[src/rtl/shift_reg_rs_pkg.sv]
// Shared definitions for the shift_reg_rs block: mode encodings and the cnt width helper.
package shift_reg_rs_pkg;

    localparam logic [1:0] MODE_HOLD = 2'b00;
    localparam logic [1:0] MODE_LOAD = 2'b01;
    localparam logic [1:0] MODE_SHL  = 2'b10;
    localparam logic [1:0] MODE_SHR  = 2'b11;

    // Width of the shift counter; never less than one bit.
    function automatic int cnt_width(input int w);
        return (w <= 2) ? 1 : $clog2(w);
    endfunction

endpackage

[src/rtl/shift_reg_next.sv]
// Combinational next-value mux for the shift register contents.
// With SHIFT_REG_RS_ROTATE_EN defined, rot=1 recirculates the shifted-out bit.
module shift_reg_next
    import shift_reg_rs_pkg::*;
#(
    parameter int WIDTH = 8
) (
    input  logic             en,
    input  logic [1:0]       mode,
    input  logic [WIDTH-1:0] q_cur,
    input  logic [WIDTH-1:0] d,
    input  logic             sin_r,
    input  logic             sin_l,
    input  logic             rot,
    output logic [WIDTH-1:0] q_nxt
);

    logic fill_lsb;
    logic fill_msb;

`ifdef SHIFT_REG_RS_ROTATE_EN
    assign fill_lsb = rot ? q_cur[WIDTH-1] : sin_r;
    assign fill_msb = rot ? q_cur[0]       : sin_l;
`else
    logic rot_unused;
    assign rot_unused = rot;
    assign fill_lsb   = sin_r;
    assign fill_msb   = sin_l;
`endif

    always_comb begin
        q_nxt = q_cur;
        if (en) begin
            case (mode)
                MODE_HOLD: q_nxt = q_cur;
                MODE_LOAD: q_nxt = d;
                MODE_SHL:  q_nxt = {q_cur[WIDTH-2:0], fill_lsb};
                MODE_SHR:  q_nxt = {fill_msb, q_cur[WIDTH-1:1]};
                default:   q_nxt = q_cur;
            endcase
        end
    end

endmodule

[src/rtl/shift_reg_rs.sv]
// Loadable left/right shift register with set/reset, shift counter and wrap pulse.
// Optional rotate feature enabled by defining SHIFT_REG_RS_ROTATE_EN.
module shift_reg_rs
    import shift_reg_rs_pkg::*;
#(
    parameter int               WIDTH     = 8,
    parameter logic [WIDTH-1:0] RESET_VAL = '0,
    parameter logic [WIDTH-1:0] SET_VAL   = '1
) (
    input  logic                          clk,
    input  logic                          reset,
    input  logic                          set,
    input  logic                          en,
    input  logic [1:0]                    mode,
    input  logic [WIDTH-1:0]              d,
    input  logic                          sin_r,
    input  logic                          sin_l,
    input  logic                          rot,
    output logic [WIDTH-1:0]              q,
    output logic [cnt_width(WIDTH)-1:0]   cnt,
    output logic                          wrap
);

    localparam int               CNT_W    = cnt_width(WIDTH);
    localparam logic [CNT_W-1:0] CNT_LAST = CNT_W'(WIDTH - 1);

    logic [WIDTH-1:0] q_q, q_d, q_sel;
    logic [CNT_W-1:0] cnt_q, cnt_d;
    logic             wrap_q, wrap_d;

    shift_reg_next #(
        .WIDTH (WIDTH)
    ) u_next (
        .en    (en),
        .mode  (mode),
        .q_cur (q_q),
        .d     (d),
        .sin_r (sin_r),
        .sin_l (sin_l),
        .rot   (rot),
        .q_nxt (q_sel)
    );

    always_comb begin
        q_d    = q_q;
        cnt_d  = cnt_q;
        wrap_d = 1'b0;
        if (set) begin
            q_d   = SET_VAL;
            cnt_d = '0;
        end else if (en) begin
            q_d = q_sel;
            case (mode)
                MODE_LOAD: cnt_d = '0;
                MODE_SHL, MODE_SHR: begin
                    // Both directions share one counter; it wraps after WIDTH shifts.
                    if (cnt_q == CNT_LAST) begin
                        cnt_d  = '0;
                        wrap_d = 1'b1;
                    end else begin
                        cnt_d = cnt_q + CNT_W'(1);
                    end
                end
                default: cnt_d = cnt_q;
            endcase
        end
    end

    always_ff @(posedge clk) begin
        if (reset) begin
            q_q    <= RESET_VAL;
            cnt_q  <= '0;
            wrap_q <= 1'b0;
        end else begin
            q_q    <= q_d;
            cnt_q  <= cnt_d;
            wrap_q <= wrap_d;
        end
    end

    assign q    = q_q;
    assign cnt  = cnt_q;
    assign wrap = wrap_q;

endmodule

[config.mk]
export PLATFORM = sky130hd
export DESIGN_NAME = shift_reg_rs
export DESIGN_NICKNAME = d
export VERILOG_FILES = /design/src/rtl/shift_reg_rs_pkg.sv /design/src/rtl/shift_reg_next.sv /design/src/rtl/shift_reg_rs.sv
export SDC_FILE = /design/constraint.sdc
export NUM_CORES = 1
export LEC_CHECK = 0
export BUFFER_PORTS_ARGS = -buffer_cell sky130_fd_sc_hd__buf_2
export CORE_UTILIZATION = 30
export DETAILED_ROUTE_END_ITERATION = 12
export SETUP_SLACK_MARGIN = 0.4
export SYNTH_ARGS = -nofsm -noshare
export SYNTH_HDL_FRONTEND = slang
export SYNTH_HIERARCHICAL = 1
export SYNTH_SLANG_ARGS = --single-unit
[constraint.sdc]
create_clock -name clk -period 2.2 [get_ports clk]
set_input_delay 0.11 -clock clk [delete_from_list [all_inputs] [get_ports clk]]
set_output_delay 0.11 -clock clk [all_outputs]
set_load 0.005 [all_outputs]
==> results.toml, run 1 <==
[floorplan]
std_cell_rows = 18
ioPinCount = 29
start_util_pct = 32.7
die-height_um = 54.7
dieWidth_um = 54.7
core_area_sq_mm = 0.00254
die_area_sq_mm = 0.00299

[routing]
viasPerCell = 5.39
wl_per_cell_um = 13.1
drc = 0
drtIter0Drc = 22
wl_um = 1870
drt_pass1_iterations = 4
via_count = 771
ant_nets = 0

[timing]
worst_slack_ns = 1.01
timing.fmax_mhz = 842
fin_skew_ns = 0.00252
period_share_pct = 54.0
tns_ns = 0
worst_slew_pin_slew_ns = 0.568
rsz0062_at_grt = "false"
hold_viol_final = 0
drv_slew = 0
finalSetupViolCount = 0
whs_ns = 0.146
maxSlewHeadroom_pct = 62.1
min_period_ns = 1.19

[power]
vdd_drop_max_mv = 0.255
powerDensity_mw_per_mm2 = 569
p_sw_mw = 0.159
seq_power_share_pct = 44.0
combPwrFrac_pct = 24.2
p_total_mw = 0.560
p_leak_nw = 0.451
pwr-share-clk_pct = 31.8
p_int_mw = 0.401
p_sw_share_pct = 28.4

[worst_setup_path]
end_kind = "flip-flop"
path_class = "input port to flip-flop"
critPathMaxFanout = 27
rrSetupSlack_ns = 1.02
r2r_end = "cnt[0]"
reg2regPathDepth = 4
startpoint_type = "input port"
required_ns = 2.35
worstPathArrival_ns = 1.34
regToRegStartpoint = "cnt[0]"

[placed_design]
gp_congestion = 0.667
placedCellCount = 139
pre_cts_slack_ns = 0.748
dp_hpwl_um = 1220
portBuffers = 27

[global_routing]
antenna_found_initial = 0
grt_max_degree = 29
grt_pass1_wl_um = 2820
grt_use_total_pct = 13.2
grt_remaining_overflow = 0
grt_pass1_vias = 659

[clocking]
cts.path.max_buffers = 2
cts_setup_buffers = 0
cts_root_buffer = "clkbuf_4"
clk_latency_ns = 0.27
clock_sinks = 12
hold_buffers = 0
cts.htree.levels = 1
cts.repair.resized = 0
cts.clk_slew.worst_paths_ns = 0.08
cts_tree = "done"
numCtsBuffers = 3

[yosys]
synthesis.area_sq_um = 833
synthDistinctLibCells = 20
synth_seq_cells = 12
avgSynthCellArea_sq_um = 9.36
syn_nets = 108
seq_area_frac_synth_pct = 28.8
yosys_warnings = 6
synthCells = 89

[min_path]
hold_path_depth = 2
hold_path_class = "input port to flip-flop"
worstHoldEndpoint = "q[3]"
hold_start = "reset"

[run]
cap_violations = 0

[finish]
n_antenna_cell = 0
final_cells = 143
syn_to_final_growth_pct = 18.2
drive_gt1_share_pct = 37.2
fin_nets = 133

[status]
outcome = "complete, no violations"
worst max-delay path: stages:
cell,delay (ns)
buf_2,0.42
mux2_2,0.41
o22ai_1,0.12
a21oi_1,0.06
mux2i_1,0.15
a21oi_1,0.08
cell usage after synthesis:
master / count / share of area [%]
a21oi_1: 16 / 9.6
a32o_1: 3 / 3.6
and2_1: 2 / 1.5
and4bb_2: 1 / 1.5
buf_2: 4 / 2.4
buf_6: 2 / 2.7
buf_8: 1 / 1.8
dfxtp_1: 12 / 29
ha_1: 2 / 3.0
inv_1: 2 / 0.90
mux2_2: 4 / 5.4
mux2_4: 4 / 7.2
mux2i_1: 8 / 9.6
nand2_2: 1 / 0.75
nand3b_1: 8 / 7.2
nor2_1: 1 / 0.45
nor4_1: 1 / 0.75
o21ai_0: 8 / 4.8
o21ai_4: 1 / 2.0
o22ai_1: 8 / 6.0
area by class of cell:
| cell class | count | area, sq um |
|---|---|---|
| fill | 276 | 1560 |
| tap | 30 | 37.5 |
| inverter | 2 | 7.51 |
| timing repair buffer | 27 | 135 |
| clock buffer | 4 | 36.3 |
| multi-input combinational | 68 | 528 |
| sequential | 12 | 240 |
power groups by stage:
stage | registers, mW | clock network (mW) | logic (mW)
4_1_cts | 0.246 | 0.183 | 0.135
2_1_floorplan | 0.250 | 0 | 0.100
6_report | 0.246 | 0.178 | 0.136
3_5_place_dp | 0.251 | 0 | 0.134
5_1_grt | 0.250 | 0.192 | 0.151
3_3_place_gp | 0.251 | 0 | 0.132
cell families after synthesis:
| group | synth area share, % |
|---|---|
| AOI/OAI and AO/OA | 26.0 |
| adders and majority gates | 3.00 |
| buffers and inverters | 7.81 |
| DFF | 28.8 |
| muxes | 22.2 |
| and+or+nand+nor | 12.2 |
state kept, by name (all words and copies together) (netlist names):
| name | count |
|---|---|
| cnt | 3 |
| q | 8 |
| wrap | 1 |
layout by cell type, fill, tap and decap left out, drive strengths merged:
master,count
a32o,3
mux2i,8
ha,2
o21ai,9
and2,2
inv,2
dfxtp,12
a21oi,16
buf,27
nor2,1
and4bb,1
nand3b,8
nor4,1
o22ai,8
nand2,1
mux2,8
clkbuf,4
metrics by stage:
stage / cell area [sq um] / util [%]
6_report: 985 / 38.7
5_1_grt: 985 / 38.7
4_1_cts: 985 / 38.7
3_5_place_dp: 948 / 37.3
3_3_place_gp: 948 / 37.3
2_1_floorplan: 833 / -
routing by layer:
layer | routed length, um | vias up | global-route usage [%]
li1 | - | 391 | -
met1 | 917 | 351 | 17.3
met2 | 825 | 27 | 20.5
met3 | 108 | 2 | 2.50
met4 | 15 | 0 | 6.41
met5 | 0 | - | 0
worst max-delay path by stage:
stage | start | endpoint | slack (ns) | cells after the start
3_5_place_dp | mode[1] | q[7] | 0.75 | 6
6_report | mode[1] | q[0] | 1.01 | 6
5_1_grt | mode[1] | q[0] | 0.91 | 6
3_3_place_gp | mode[1] | q[7] | 0.77 | 6
2_1_floorplan | cnt[0] | cnt[0] | 1.10 | 4
4_1_cts | cnt[0] | cnt[0] | 1.04 | 4
Note: power is estimated with default switching activity, not from simulation.
==> run 2: changes to the inputs <==
- clock period: 2.2 -> 1.2 ns (I/O delays scaled with it)
==> run 2 against run 1 <==
Combinational power grew to 2.9 times the previous value. Critical endpoint is now cnt[0]. Largest cell class unchanged. Die area stayed put. Non-clock buffer count is 13 higher. Critical path type is now flip-flop to flip-flop. Clock-buffer cell count stayed put. Cell count is 9.1% higher.
==> results.toml, run 2 (synthesis results as in run 1) <==
[status]
outcome = "complete, no violations"

[clocking]
cts.clk_slew.worst_paths_ns = 0.08
hold_buffers = 0
numCtsBuffers = 3
cts.path.max_buffers = 2
clock_sinks = 12
cts_root_buffer = "clkbuf_4"
cts.htree.levels = 1
clk_latency_ns = 0.27
cts_tree = "done"

[routing]
via_count = 834
ant_nets = 0
wl_per_cell_um = 14.5
drt_pass1_iterations = 4
wl_um = 2260
drc = 0
viasPerCell = 5.35
drtIter0Drc = 7

[power]
vdd_drop_max_mv = 0.442
p_leak_nw = 0.576
powerDensity_mw_per_mm2 = 880

[floorplan]
ioPinCount = 29
die-height_um = 54.7
die_area_sq_mm = 0.00299
core_area_sq_mm = 0.00254
std_cell_rows = 18
start_util_pct = 32.7
dieWidth_um = 54.7

[timing]
maxSlewHeadroom_pct = 76.7
whs_ns = 0.112
finalSetupViolCount = 0
period_share_pct = 94.2
min_period_ns = 1.13
timing.fmax_mhz = 885
worst_slew_pin_slew_ns = 0.350
tns_ns = 0
drv_slew = 0
rsz0062_at_grt = "true"
fin_skew_ns = 0.00357
hold_viol_final = 0

[worst_setup_path]
rrSetupSlack_ns = 0.07
startpoint_type = "flip-flop"
end_kind = "flip-flop"
worstPathArrival_ns = 1.34
critPathMaxFanout = 2
required_ns = 1.41
path_class = "flip-flop to flip-flop"

[finish]
syn_to_final_growth_pct = 58.7
post-route-util_pct = 52.0
layout_common_cells = "buf_2 (17), buf_6 (13), a21oi_1 (12)"
largest_reg_flops = 8
final_common_cell = "buf_2"
fin_nets = 146
n_antenna_cell = 0
drive_gt1_share_pct = 65.1

[min_path]
hold_path_class = "input port to flip-flop"

[placed_design]
gp_congestion = 0.704
dp_hpwl_um = 1350
portBuffers = 27

[global_routing]
grt_use_total_pct = 15.8
grt_pass1_vias = 775
antenna_found_initial = 0
grt_pass1_wl_um = 3330
grt_max_degree = 28
grt_remaining_overflow = 0

[run]
cap_violations = 0
## run 2: through the flow
step / cells / power [mW] / cell area (sq um) / worst slack, ns
CTS: 155 / 1.14 / 1250 / 0.0627
floorplan: 89 / 0.650 / 880 / 0.139
global route: 156 / 1.22 / 1320 / 0.0367
detailed placement: 143 / 0.734 / 1030 / -0.174
finish: 156 / 1.16 / 1320 / 0.0701
global placement: 143 / 0.726 / 1030 / -0.138
## run 2: worst max-delay path: stages (launching register included)
cell	delay, ns
dfxtp_4	0.36
ha_4	0.16
ha_4	0.16
nor4_4	0.24
a32o_1	0.15
## run 2: area by class of cell
class | count | area [sq um]
sequential | 12 | 272
tap | 30 | 37.5
timing repair buffer | 40 | 319
inverter | 2 | 7.51
multi-input combinational | 68 | 651
clock buffer | 4 | 36.3
fill | 246 | 1220
## run 2: per-layer routing
layer / up-vias / part of all wire [%] / GRT usage [%]
li1: 415 / - / -
met2: 22 / 49 / 28.7
met5: - / 0 / 0
met4: 0 / 0.44 / 6.41
met1: 395 / 46 / 18.0
met3: 2 / 4.2 / 2.50
## run 2: worst paths after layout
path	startpoint	end	cells after the start
setup / recovery	cnt[0]	cnt[0]	4
hold / removal	reset	q[0]	2
setup reg to reg	cnt[0]	cnt[0]	4
hold reg to reg	cnt[1]	cnt[1]	1
## run 2: power breakdown
part | internal [mW] | total (mW) | switching (mW)
Sequential | 0.420 | 0.447 | 0.0268
Combinational | 0.227 | 0.395 | 0.168
Clock | 0.184 | 0.322 | 0.138
## run 2: timing repair
action                     4_1_cts  5_1_grt
setup buffers                    8        1
pin swaps                       12        4
gates resized for setup         29       18
setup endpoints to repair       23       23
hold endpoints to repair         0        0
==> run 3: changes to the inputs <==
- CORE_UTILIZATION: 30 -> 40
- PLACE_DENSITY: unset -> 0.66
- SLEW_MARGIN: unset -> 5
==> run 3 against run 2 <==
Global-route usage increased by 3.9 points. Sequential share of layout area increased by 0.41 points. Sequential power about the same. Maximum frequency increased by 0.59%. Core utilization increased by 15 points. Worst hold slack improved by 0.0091 ns. Combinational power about the same. Critical path type unchanged. Largest cell class unchanged. Highest routed layer unchanged.
==> results.toml, run 3 (synthesis results as in run 1) <==
[finish]
n_antenna_cell = 0
layout_common_cells = "buf_2 (17), a21oi_1 (15), buf_6 (13)"
syn_to_final_growth_pct = 57.1
post-route-util_pct = 66.7
fin_nets = 146
largest_reg_flops = 8
final_common_cell = "buf_2"
drive_gt1_share_pct = 62.4
final_cells = 152

[floorplan]
core_area_sq_mm = 0.00196
die-height_um = 47.6
std_cell_rows = 16
die_area_sq_mm = 0.00227
dieWidth_um = 47.6
ioPinCount = 29
start_util_pct = 42.5

[power]
p_leak_nw = 0.573
vdd_drop_max_mv = 0.969
powerDensity_mw_per_mm2 = 823

[routing]
wl_per_cell_um = 13.8
viasPerCell = 5.58
drc = 0
drt_pass1_iterations = 4
ant_nets = 0
wl_um = 2090
via_count = 848
drtIter0Drc = 17

[clocking]
cts_tree = "done"
cts.clk_slew.worst_paths_ns = 0.07
cts.path.max_buffers = 2
hold_buffers = 0
numCtsBuffers = 3
clk_latency_ns = 0.26
cts.htree.levels = 1
cts_root_buffer = "clkbuf_4"
clock_sinks = 12

[worst_setup_path]
worstPathArrival_ns = 1.27
required_ns = 1.34
path_class = "flip-flop to flip-flop"
crit_buf_inv = 0
crit_chain = "mux2_4, o22ai_2, a21oi_2, mux2i_1, a21oi_1"
path_delay_family = "multiplexers"
critPathMaxFanout = 3
critPathMaxStageDelay_ns = 0.36
cp_slowest_cell = "dfxtp_4"
startpoint_type = "flip-flop"
end_kind = "flip-flop"

[global_routing]
grt_use_total_pct = 19.8
grt_max_degree = 24
antenna_found_initial = 0
grt_pass1_wl_um = 3110
grt_remaining_overflow = 0
grt_pass1_vias = 682

[timing]
worst_slew_pin_slew_ns = 0.293
rsz0062_at_grt = "true"
timing.fmax_mhz = 890
tns_ns = 0
drv_slew = 0
maxSlewHeadroom_pct = 80.5
fin_skew_ns = 0.00277
finalSetupViolCount = 0
hold_viol_final = 0
min_period_ns = 1.12
period_share_pct = 93.6

[placed_design]
portBuffers = 27
gp_congestion = 0.677
dp_hpwl_um = 1280
placedCellCount = 140

[status]
outcome = "complete, no violations"

[min_path]
hold_path_class = "input port to flip-flop"

[run]
cap_violations = 0
run 3: cell types whose count changed in the layout (fill, tap and decap cells not counted), moves of 2 or more:
cell	delta
a21oi_1	+3
o21ai_0	+2
a21oi_2	-3
o21ai_1	-2
run 3: layout make-up:
class / count / area [sq um]
multi-input cells: 68 / 639
flip-flops and latches: 12 / 274
inverters: 2 / 7.51
fillers: 186 / 653
well taps: 27 / 33.8
repair buffers: 40 / 332
clock buffers: 3 / 22.5
run 3: final timing paths:
kind | start | endpoint | slack, ns | depth (start not counted)
worst max-delay path | q[1] | q[0] | 0.08 | 5
worst min register to register | cnt[1] | cnt[1] | 0.53 | 1
worst min-delay path | reset | q[4] | 0.12 | 2
worst max register to register | q[1] | q[0] | 0.08 | 5
run 3: what timing repair did:
item	4_1_cts	5_1_grt
pin swaps	12	5
resized for setup	30	13
endpoints found under the setup margin	23	23
setup buffers	8	1
hold endpoints to repair	0	0
run 3: per-stage QoR:
stage / worst slack [ns] / total power [mW] / hold slack (ns) / instance area [sq um]
finish: 0.0767 / 1.08 / 0.121 / 1310
global route: 0.00342 / 1.15 / 0.128 / 1310
CTS: 0.0854 / 1.06 / 0.103 / 1230
detailed placement: -0.129 / 0.732 / 0.387 / 1030
global placement: -0.0772 / 0.726 / 0.382 / 1030
floorplan: 0.139 / 0.650 / 0.290 / 880
run 3: per-layer routing:
metal	up-vias	GRT usage [%]	share of wire, %
met4	0	6.11	1.1
met3	4	6.42	6.8
met2	29	34.2	50
met1	396	23.2	42
li1	419	-	-
met5	-	0	0
run 3: report_power, final:
| group | total, mW | internal [mW] | switching (mW) | leakage [nW] |
|---|---|---|---|---|
| registers | 0.450 | 0.420 | 0.0303 | 0.105 |
| clock network | 0.233 | 0.116 | 0.117 | 0.0138 |
| logic | 0.394 | 0.235 | 0.159 | 0.455 |
| total | 1.08 | 0.771 | 0.306 | 0.573 |
run 3: worst register-to-register path, cell delays in order (launching register included):
cell and delay (ns):
dfxtp_4 0.36, mux2_4 0.26, o22ai_2 0.11, a21oi_2 0.04
mux2i_1 0.16, a21oi_1 0.08
